File: src/rtl/verdict_pkg.sv
// Shared types and helpers for the verdict serializer.
// VERDICT_TIMESTAMP_EN adds the per-frame capture timestamp field.
package verdict_pkg;

  localparam int unsigned NUM_STREAMS_DEF = 3;
  localparam int unsigned DATA_WIDTH_DEF  = 64;
  localparam int unsigned TS_WIDTH_DEF    = 64;
  localparam int unsigned DEPTH_DEF       = 8;
  localparam int unsigned ID_WIDTH_DEF    = (NUM_STREAMS_DEF > 1) ? $clog2(NUM_STREAMS_DEF) : 1;

  typedef enum logic {
    IDLE = 1'b0,
    SEND = 1'b1
  } ser_state_t;

  typedef struct packed {
`ifdef VERDICT_TIMESTAMP_EN
    logic [TS_WIDTH_DEF-1:0]                   ts;
`endif
    logic [NUM_STREAMS_DEF-1:0]                mask;
    logic [NUM_STREAMS_DEF*DATA_WIDTH_DEF-1:0] values;
  } frame_t;

  // Index of the lowest set bit; 0 for an empty mask.
  function automatic logic [ID_WIDTH_DEF-1:0] lowest_set(input logic [NUM_STREAMS_DEF-1:0] m);
    logic [ID_WIDTH_DEF-1:0] idx;
    idx = '0;
    for (int i = NUM_STREAMS_DEF - 1; i >= 0; i--) begin
      if (m[i]) idx = ID_WIDTH_DEF'(i);
    end
    return idx;
  endfunction

endpackage

File: src/rtl/verdict_fifo.sv
// Synchronous frame FIFO; push and pop on the same edge are legal even when full.
module verdict_fifo
  import verdict_pkg::*;
#(
  parameter  int unsigned DEPTH = DEPTH_DEF,
  localparam int unsigned CNT_W = $clog2(DEPTH) + 1
) (
  input  logic             clk,
  input  logic             rst,
  input  logic             push_i,
  input  logic             pop_i,
  input  frame_t           wdata_i,
  output frame_t           rdata_c,
  output logic [CNT_W-1:0] count_o,
  output logic             full_o,
  output logic             empty_o
);

  localparam int unsigned AW = $clog2(DEPTH);

  frame_t           mem_q [DEPTH];
  logic [AW-1:0]    wptr_q, rptr_q;
  logic [CNT_W-1:0] count_q, count_d;
  logic             full_q, empty_q;

  always_comb begin
    count_d = count_q;
    if (push_i && !pop_i)      count_d = count_q + CNT_W'(1);
    else if (!push_i && pop_i) count_d = count_q - CNT_W'(1);
  end

  always_ff @(posedge clk or posedge rst) begin
    if (rst) begin
      wptr_q  <= '0;
      rptr_q  <= '0;
      count_q <= '0;
      full_q  <= 1'b0;
      empty_q <= 1'b1;
    end else begin
      if (push_i) wptr_q <= wptr_q + AW'(1);
      if (pop_i)  rptr_q <= rptr_q + AW'(1);
      count_q <= count_d;
      full_q  <= (count_d == CNT_W'(DEPTH));
      empty_q <= (count_d == '0);
    end
  end

  // Storage carries no reset; occupancy is tracked by count_q alone.
  always_ff @(posedge clk) begin
    if (push_i) mem_q[wptr_q] <= wdata_i;
  end

  assign rdata_c = mem_q[rptr_q];
  assign count_o = count_q;
  assign full_o  = full_q;
  assign empty_o = empty_q;

endmodule

File: src/rtl/verdict_serializer.sv
// Captures active monitor cycles as frames and replays them one stream per beat.
// VERDICT_TIMESTAMP_EN enables the cycle timestamp counter and v_time; otherwise v_time is 0.
module verdict_serializer
  import verdict_pkg::*;
#(
  parameter  int unsigned NUM_STREAMS = NUM_STREAMS_DEF,
  parameter  int unsigned DATA_WIDTH  = DATA_WIDTH_DEF,
  parameter  int unsigned TS_WIDTH    = TS_WIDTH_DEF,
  parameter  int unsigned DEPTH       = DEPTH_DEF,
  localparam int unsigned ID_W        = (NUM_STREAMS > 1) ? $clog2(NUM_STREAMS) : 1
) (
  input  logic                              clk,
  input  logic                              rst,
  input  logic                              en,
  input  logic [NUM_STREAMS*DATA_WIDTH-1:0] out_values,
  input  logic [NUM_STREAMS-1:0]            out_aktv,
  output logic                              v_valid,
  input  logic                              v_ready,
  output logic [ID_W-1:0]                   v_id,
  output logic [DATA_WIDTH-1:0]             v_value,
  output logic [TS_WIDTH-1:0]               v_time,
  output logic                              v_last,
  output logic                              overflow,
  output logic [15:0]                       drop_count
);

  localparam int unsigned CNT_W = $clog2(DEPTH) + 1;

  ser_state_t             state_q, state_d;
  frame_t                 hold_q, hold_d, wr_frame, rd_frame;
  logic [NUM_STREAMS-1:0] rem_rest;
  logic [CNT_W-1:0]       fifo_count;
  logic                   fifo_full, fifo_empty;
  logic                   pop, push_req, push_ok, drop, last_beat;

  logic                   v_valid_q, v_valid_d;
  logic [ID_W-1:0]        v_id_q, v_id_d;
  logic [DATA_WIDTH-1:0]  v_value_q, v_value_d;
  logic                   v_last_q, v_last_d;
  logic                   overflow_q;
  logic [15:0]            drop_q;

`ifdef VERDICT_TIMESTAMP_EN
  logic [TS_WIDTH-1:0]    ts_q, v_time_q, v_time_d;

  always_ff @(posedge clk or posedge rst) begin
    if (rst)     ts_q <= '0;
    else if (en) ts_q <= ts_q + TS_WIDTH'(1);
  end
`endif

  // Capture side: a frame is lost only when the FIFO is full and nothing leaves this edge.
  assign push_req = en && (|out_aktv);
  assign push_ok  = push_req && (!fifo_full || pop);
  assign drop     = push_req && fifo_full && !pop;

  always_comb begin
    wr_frame        = '0;
`ifdef VERDICT_TIMESTAMP_EN
    wr_frame.ts     = ts_q;
`endif
    wr_frame.mask   = out_aktv;
    wr_frame.values = out_values;
  end

  verdict_fifo #(
    .DEPTH(DEPTH)
  ) u_fifo (
    .clk    (clk),
    .rst    (rst),
    .push_i (push_ok),
    .pop_i  (pop),
    .wdata_i(wr_frame),
    .rdata_c(rd_frame),
    .count_o(fifo_count),
    .full_o (fifo_full),
    .empty_o(fifo_empty)
  );

  // hold_q.mask doubles as the set of streams still to be sent.
  assign rem_rest  = hold_q.mask & (hold_q.mask - NUM_STREAMS'(1));
  assign last_beat = (rem_rest == '0);

  always_comb begin
    state_d   = state_q;
    hold_d    = hold_q;
    pop       = 1'b0;
    v_valid_d = 1'b0;
    v_id_d    = '0;
    v_value_d = '0;
    v_last_d  = 1'b0;
`ifdef VERDICT_TIMESTAMP_EN
    v_time_d  = '0;
`endif

    case (state_q)
      IDLE: begin
        if (!fifo_empty) begin
          pop     = 1'b1;
          hold_d  = rd_frame;
          state_d = SEND;
        end
      end
      SEND: begin
        if (v_valid_q && v_ready) begin
          hold_d.mask = rem_rest;
          if (last_beat) begin
            if (!fifo_empty) begin
              pop    = 1'b1;
              hold_d = rd_frame;
            end else begin
              state_d = IDLE;
            end
          end
        end
      end
      default: state_d = IDLE;
    endcase

    // Beat fields are registered from the next hold state so they stay put while stalled.
    if (state_d == SEND) begin
      v_valid_d = 1'b1;
      v_id_d    = lowest_set(hold_d.mask);
      for (int k = 0; k < NUM_STREAMS; k++) begin
        if (v_id_d == ID_W'(k)) v_value_d = hold_d.values[k*DATA_WIDTH +: DATA_WIDTH];
      end
      v_last_d  = ((hold_d.mask & (hold_d.mask - NUM_STREAMS'(1))) == '0);
`ifdef VERDICT_TIMESTAMP_EN
      v_time_d  = hold_d.ts;
`endif
    end
  end

  always_ff @(posedge clk or posedge rst) begin
    if (rst) begin
      state_q    <= IDLE;
      hold_q     <= '0;
      v_valid_q  <= 1'b0;
      v_id_q     <= '0;
      v_value_q  <= '0;
      v_last_q   <= 1'b0;
`ifdef VERDICT_TIMESTAMP_EN
      v_time_q   <= '0;
`endif
      overflow_q <= 1'b0;
      drop_q     <= '0;
    end else begin
      state_q    <= state_d;
      hold_q     <= hold_d;
      v_valid_q  <= v_valid_d;
      v_id_q     <= v_id_d;
      v_value_q  <= v_value_d;
      v_last_q   <= v_last_d;
`ifdef VERDICT_TIMESTAMP_EN
      v_time_q   <= v_time_d;
`endif
      if (drop) begin
        overflow_q <= 1'b1;
        if (drop_q != 16'hFFFF) drop_q <= drop_q + 16'd1;
      end
    end
  end

  always_ff @(posedge clk) begin
    if (!rst) assert (fifo_full == (fifo_count == CNT_W'(DEPTH)));
  end

  assign v_valid    = v_valid_q;
  assign v_id       = v_id_q;
  assign v_value    = v_value_q;
  assign v_last     = v_last_q;
  assign overflow   = overflow_q;
  assign drop_count = drop_q;
`ifdef VERDICT_TIMESTAMP_EN
  assign v_time     = v_time_q;
`else
  assign v_time     = '0;
`endif

endmodule

File: config.mk
export PLATFORM = sky130hd
export DESIGN_NAME = verdict_serializer
export DESIGN_NICKNAME = d
export VERILOG_FILES = /design/src/rtl/verdict_pkg.sv /design/src/rtl/verdict_fifo.sv /design/src/rtl/verdict_serializer.sv
export SDC_FILE = /design/constraint.sdc
export NUM_CORES = 2
export LEC_CHECK = 0
export ABC_AREA = 1
export CAP_MARGIN = 20
export CORE_ASPECT_RATIO = 2
export CORE_MARGIN = 4
export CORE_UTILIZATION = 45
export DETAILED_ROUTE_END_ITERATION = 7
export SLEW_MARGIN = 20
export SYNTH_ARGS = -nofsm -noshare
export SYNTH_HDL_FRONTEND = slang
export SYNTH_HIERARCHICAL = 1
export SYNTH_SLANG_ARGS = --single-unit
File: constraint.sdc
create_clock -name clk -period 12.83 [get_ports clk]
set_clock_uncertainty 0.1 [all_clocks]
set_input_delay 2.566 -clock clk [delete_from_list [all_inputs] [get_ports clk]]
set_output_delay 2.566 -clock clk [all_outputs]
set_load 0.01 [all_outputs]
==> results_dict.tcl <==
set metrics [dict create \
    instances_no_fill 8424 \
    tightest_slew_ns 1.102 \
    p_leak_nw 29.96 \
    relSlewSlack_pct 26.54 \
    startpoint "v_ready" \
    crit_chain "clkdlybuf4s50_1 -> nand2_1 -> clkinv_1 -> nand4_1 -> buf_4 -> nand2_8 -> o21bai_1 -> inv_1 -> inv_1 -> or2_2 -> nor2_4 -> buf_12 -> buf_4" \
    fillers 13820 \
    track_usage_pct 24.17 \
    ant_nets 0 \
    synth_edf_count 1560 \
    synth_ff_type "edfxtp_1" \
    root_buffer "clkbuf_16" \
    finalMaxSlewViolations 0 \
    place_congestion 0.8724 \
    r2r_slack_ns 6.93 \
    cts.reportedPaths.clkPinSlew_ns 0.07 \
    start_util_pct 45.36 \
    syn_avg_cell_area_um2 12.06 \
    insertion_delay_ns 0.82 \
    cts_setup_buffers 0 \
    antenna_found_initial 29 \
    worstSetupStartpointType "input pin" \
    cp_top_family "buffers and inverters" \
    hold_class "flip-flop to flip-flop" \
    clock_path_buffers 4 \
    drtIter0Drc 4316 \
    synthDistinctLibCells 41 \
    critical_path.endpoint "u_fifo/mem_q[2][71]" \
    peakVddDrop_uv 183.4 \
    via_per_inst 5.644 \
    cts_buffers 167 \
    htreeDepth 4 \
    synth.cell_area_um2 72950 \
    final_hold_viol_count 0 \
    drv_cap 0 \
    critical_path_class "input pin to flip-flop" \
    rsz0062_at_grt "false" \
    power_mw 20.83 \
    ff2ff_path_depth 14 \
    grt_overflow 0 \
    cp_slowest_stage_delay_ns 0.68 \
    finalCritPeriodShare_pct 52.43 \
    cts_tree "built" \
    synth-async-reset-ratio_pct 15.77 \
    cts_sinks 1852 \
    cp_data_arrival_time_ns 7.04 \
    placed_cell_area_um2 77120 \
    dieArea_um2 169000 \
    fp.dieW_um 292.7 \
    status "complete, no violations" \
    cp_max_fo 93 \
    yosysWarnings 6 \
    powerDensity_nw_per_um2 252.8 \
    coreArea_um2 160800 \
    place_inst 8117 \
    finalSetupViolCount 0 \
    fin_area_um2 82400 \
    nets 6390 \
    wirelength_mm 210.5 \
    end_kind "flip-flop" \
    crit_buf_inv 7 \
    drc 0 \
    fmax_mhz 148.7 \
    cpMaxStageDelayCell "buf_4" \
    hpwl_mm 124.7 \
    grt_pass1_wl_mm 305.2 \
    setup_tns_ns 0 \
    cts_hold_buf 0 \
    io_buffers 283 \
    synth_seq_cells 1852 \
    io-pin-count 348 \
    critical_path_required_ns 13.14 \
    r2r_start "u_fifo/rptr_q[0]" \
    firstDrtPassIters 6 \
    yosysSeqAreaShare_pct 74.23 \
    syn_inst 6051 \
    layout_min_cycle_time_ns 6.727 \
    wire_per_inst_um 24.99 \
    dieHeight_um 577.4 \
    grt_max_degree 199 \
    cp_num_cells 13 \
    area_growth_pct 12.95 \
    grt_pass1_vias 46260 \
    rows 208 \
    layout-drive-gt1-share_pct 5.355 \
    dr_total_vias 47550 \
    cts-resized-gates 0 \
    timing.rr.end "v_value[28]" \
]
-- final cells by class --
cell class              instances  area, um^2  share of cell area, %
flip-flops and latches       1852       54160                  65.73
multi-input cells            3754       16560                  20.10
clock buffers                 224        4569                  5.545
repair buffers                357        3521                  4.273
well taps                    2100        2628                  3.189
clock inverters                71       681.9                 0.8276
inverters                      54       241.5                 0.2931
diodes                         12       30.03                0.03644
-- through the flow --
| step | utilization [%] | setup WS, ns | hold WS [ns] |
|---|---|---|---|
| after floorplan | - | -0.07789 | 0.3379 |
| after global placement | 47.92 | 5.069 | 0.3453 |
| after detailed placement | 47.95 | 5.226 | 0.3530 |
| after CTS | 51.21 | 5.940 | 0.3707 |
| after global routing | 51.22 | 5.829 | 0.3820 |
| final | 51.23 | 6.103 | 0.3678 |
-- registers in the layout (all words and copies together), names as in the netlist --
name / flops
v_value: 64
state_q: 1
drop_count: 16
u_fifo/mem_q: 1560
u_fifo/empty_o: 1
u_fifo/rptr_q: 3
u_fifo/full_o: 1
hold_q: 195
v_last: 1
u_fifo/count_o: 4
v_id: 2
overflow: 1
u_fifo/wptr_q: 3
-- logic make-up after synthesis --
logic type | count (synthesis) | share of synthesized area (%)
flip-flops | 1852 | 74.23
buffers and inverters | 508 | 3.519
AND/OR/NAND/NOR | 2473 | 13.08
XOR/XNOR | 12 | 0.1441
adder cells (fa/ha/maj) | 5 | 0.08576
AO/OA/AOI/OAI | 1200 | 8.931
other | 1 | 0.005141
-- how the worst min path moves through the flow --
stage                     start          end  depth (start not counted)
global route         hold_q[35]   hold_q[35]                          2
detailed placement     overflow     overflow                          1
CTS                  hold_q[12]   hold_q[12]                          2
floorplan             hold_q[0]    hold_q[0]                          2
finish              hold_q[135]  hold_q[135]                          2
global placement       overflow     overflow                          1
-- cell usage in the layout (no fill, tap or decap), types with 2 or more instances in the layout --
| cell type | n |
|---|---|
| a21oi_1 | 5 |
| buf_12 | 9 |
| buf_4 | 64 |
| bufinv_16 | 11 |
| clkbuf_1 | 43 |
| clkbuf_16 | 171 |
| clkbuf_8 | 9 |
| clkdlybuf4s50_1 | 283 |
| clkinv_1 | 18 |
| clkinv_2 | 28 |
| clkinvlp_4 | 6 |
| conb_1 | 64 |
| dfrtp_1 | 288 |
| dfrtp_4 | 3 |
| diode_2 | 12 |
| edfxtp_1 | 1560 |
| ha_1 | 5 |
| inv_1 | 46 |
| inv_2 | 2 |
| inv_4 | 3 |
| inv_6 | 5 |
| inv_8 | 2 |
| nand2_1 | 1491 |
| nand3_1 | 154 |
| nand3b_1 | 2 |
| nand4_1 | 5 |
| nor2_1 | 797 |
| nor2_4 | 9 |
| nor3_1 | 6 |
| nor4_1 | 3 |
| o21ai_0 | 789 |
| o21ai_1 | 9 |
| o22ai_1 | 390 |
| xor2_1 | 11 |
-- tightest hold or removal path: cells and delay by family (launching register included) --
kind             cells  cell delay (ns)
DFF                  1             0.32
and+or+nand+nor      2             0.11
-- where the power goes --
group	switching (mW)	internal, mW
Sequential	0.435	7.72
Clock	2.17	2.73
Combinational	5.83	1.95
-- routing by layer --
layer  wire, um  up-vias  GRT usage (%)
li1           -    21440              -
met1      82330    23910          30.75
met2     104400     1782          41.23
met3      13420      393          3.578
met4      10160       26          10.73
met5        177        -              0
-- synthesized netlist by cell type, types with 2 or more instances --
| cell type | count | share of area, % |
|---|---|---|
| o21ai_1 | 9 | 0.062 |
| buf_4 | 96 | 0.99 |
| edfxtp_1 | 1560 | 64 |
| nor2_1 | 805 | 4.1 |
| nor4_1 | 3 | 0.026 |
| dfrtp_1 | 291 | 10 |
| ha_1 | 5 | 0.086 |
| nand3_1 | 154 | 1.1 |
| nand4_1 | 5 | 0.043 |
| o21ai_0 | 789 | 5.4 |
| buf_2 | 151 | 1.0 |
| clkbuf_1 | 178 | 0.92 |
| buf_6 | 9 | 0.14 |
| nand2_1 | 1493 | 7.7 |
| o22ai_1 | 390 | 3.3 |
| inv_1 | 48 | 0.25 |
| clkbuf_2 | 11 | 0.075 |
| inv_2 | 3 | 0.015 |
| xor2_1 | 11 | 0.13 |
| buf_1 | 7 | 0.036 |
| o21ai_2 | 2 | 0.024 |
| a21oi_1 | 5 | 0.034 |
| nor3_1 | 6 | 0.041 |
| clkinv_1 | 2 | 0.010 |
| nand3b_1 | 2 | 0.021 |
Power figures use the tool's default switching activity.
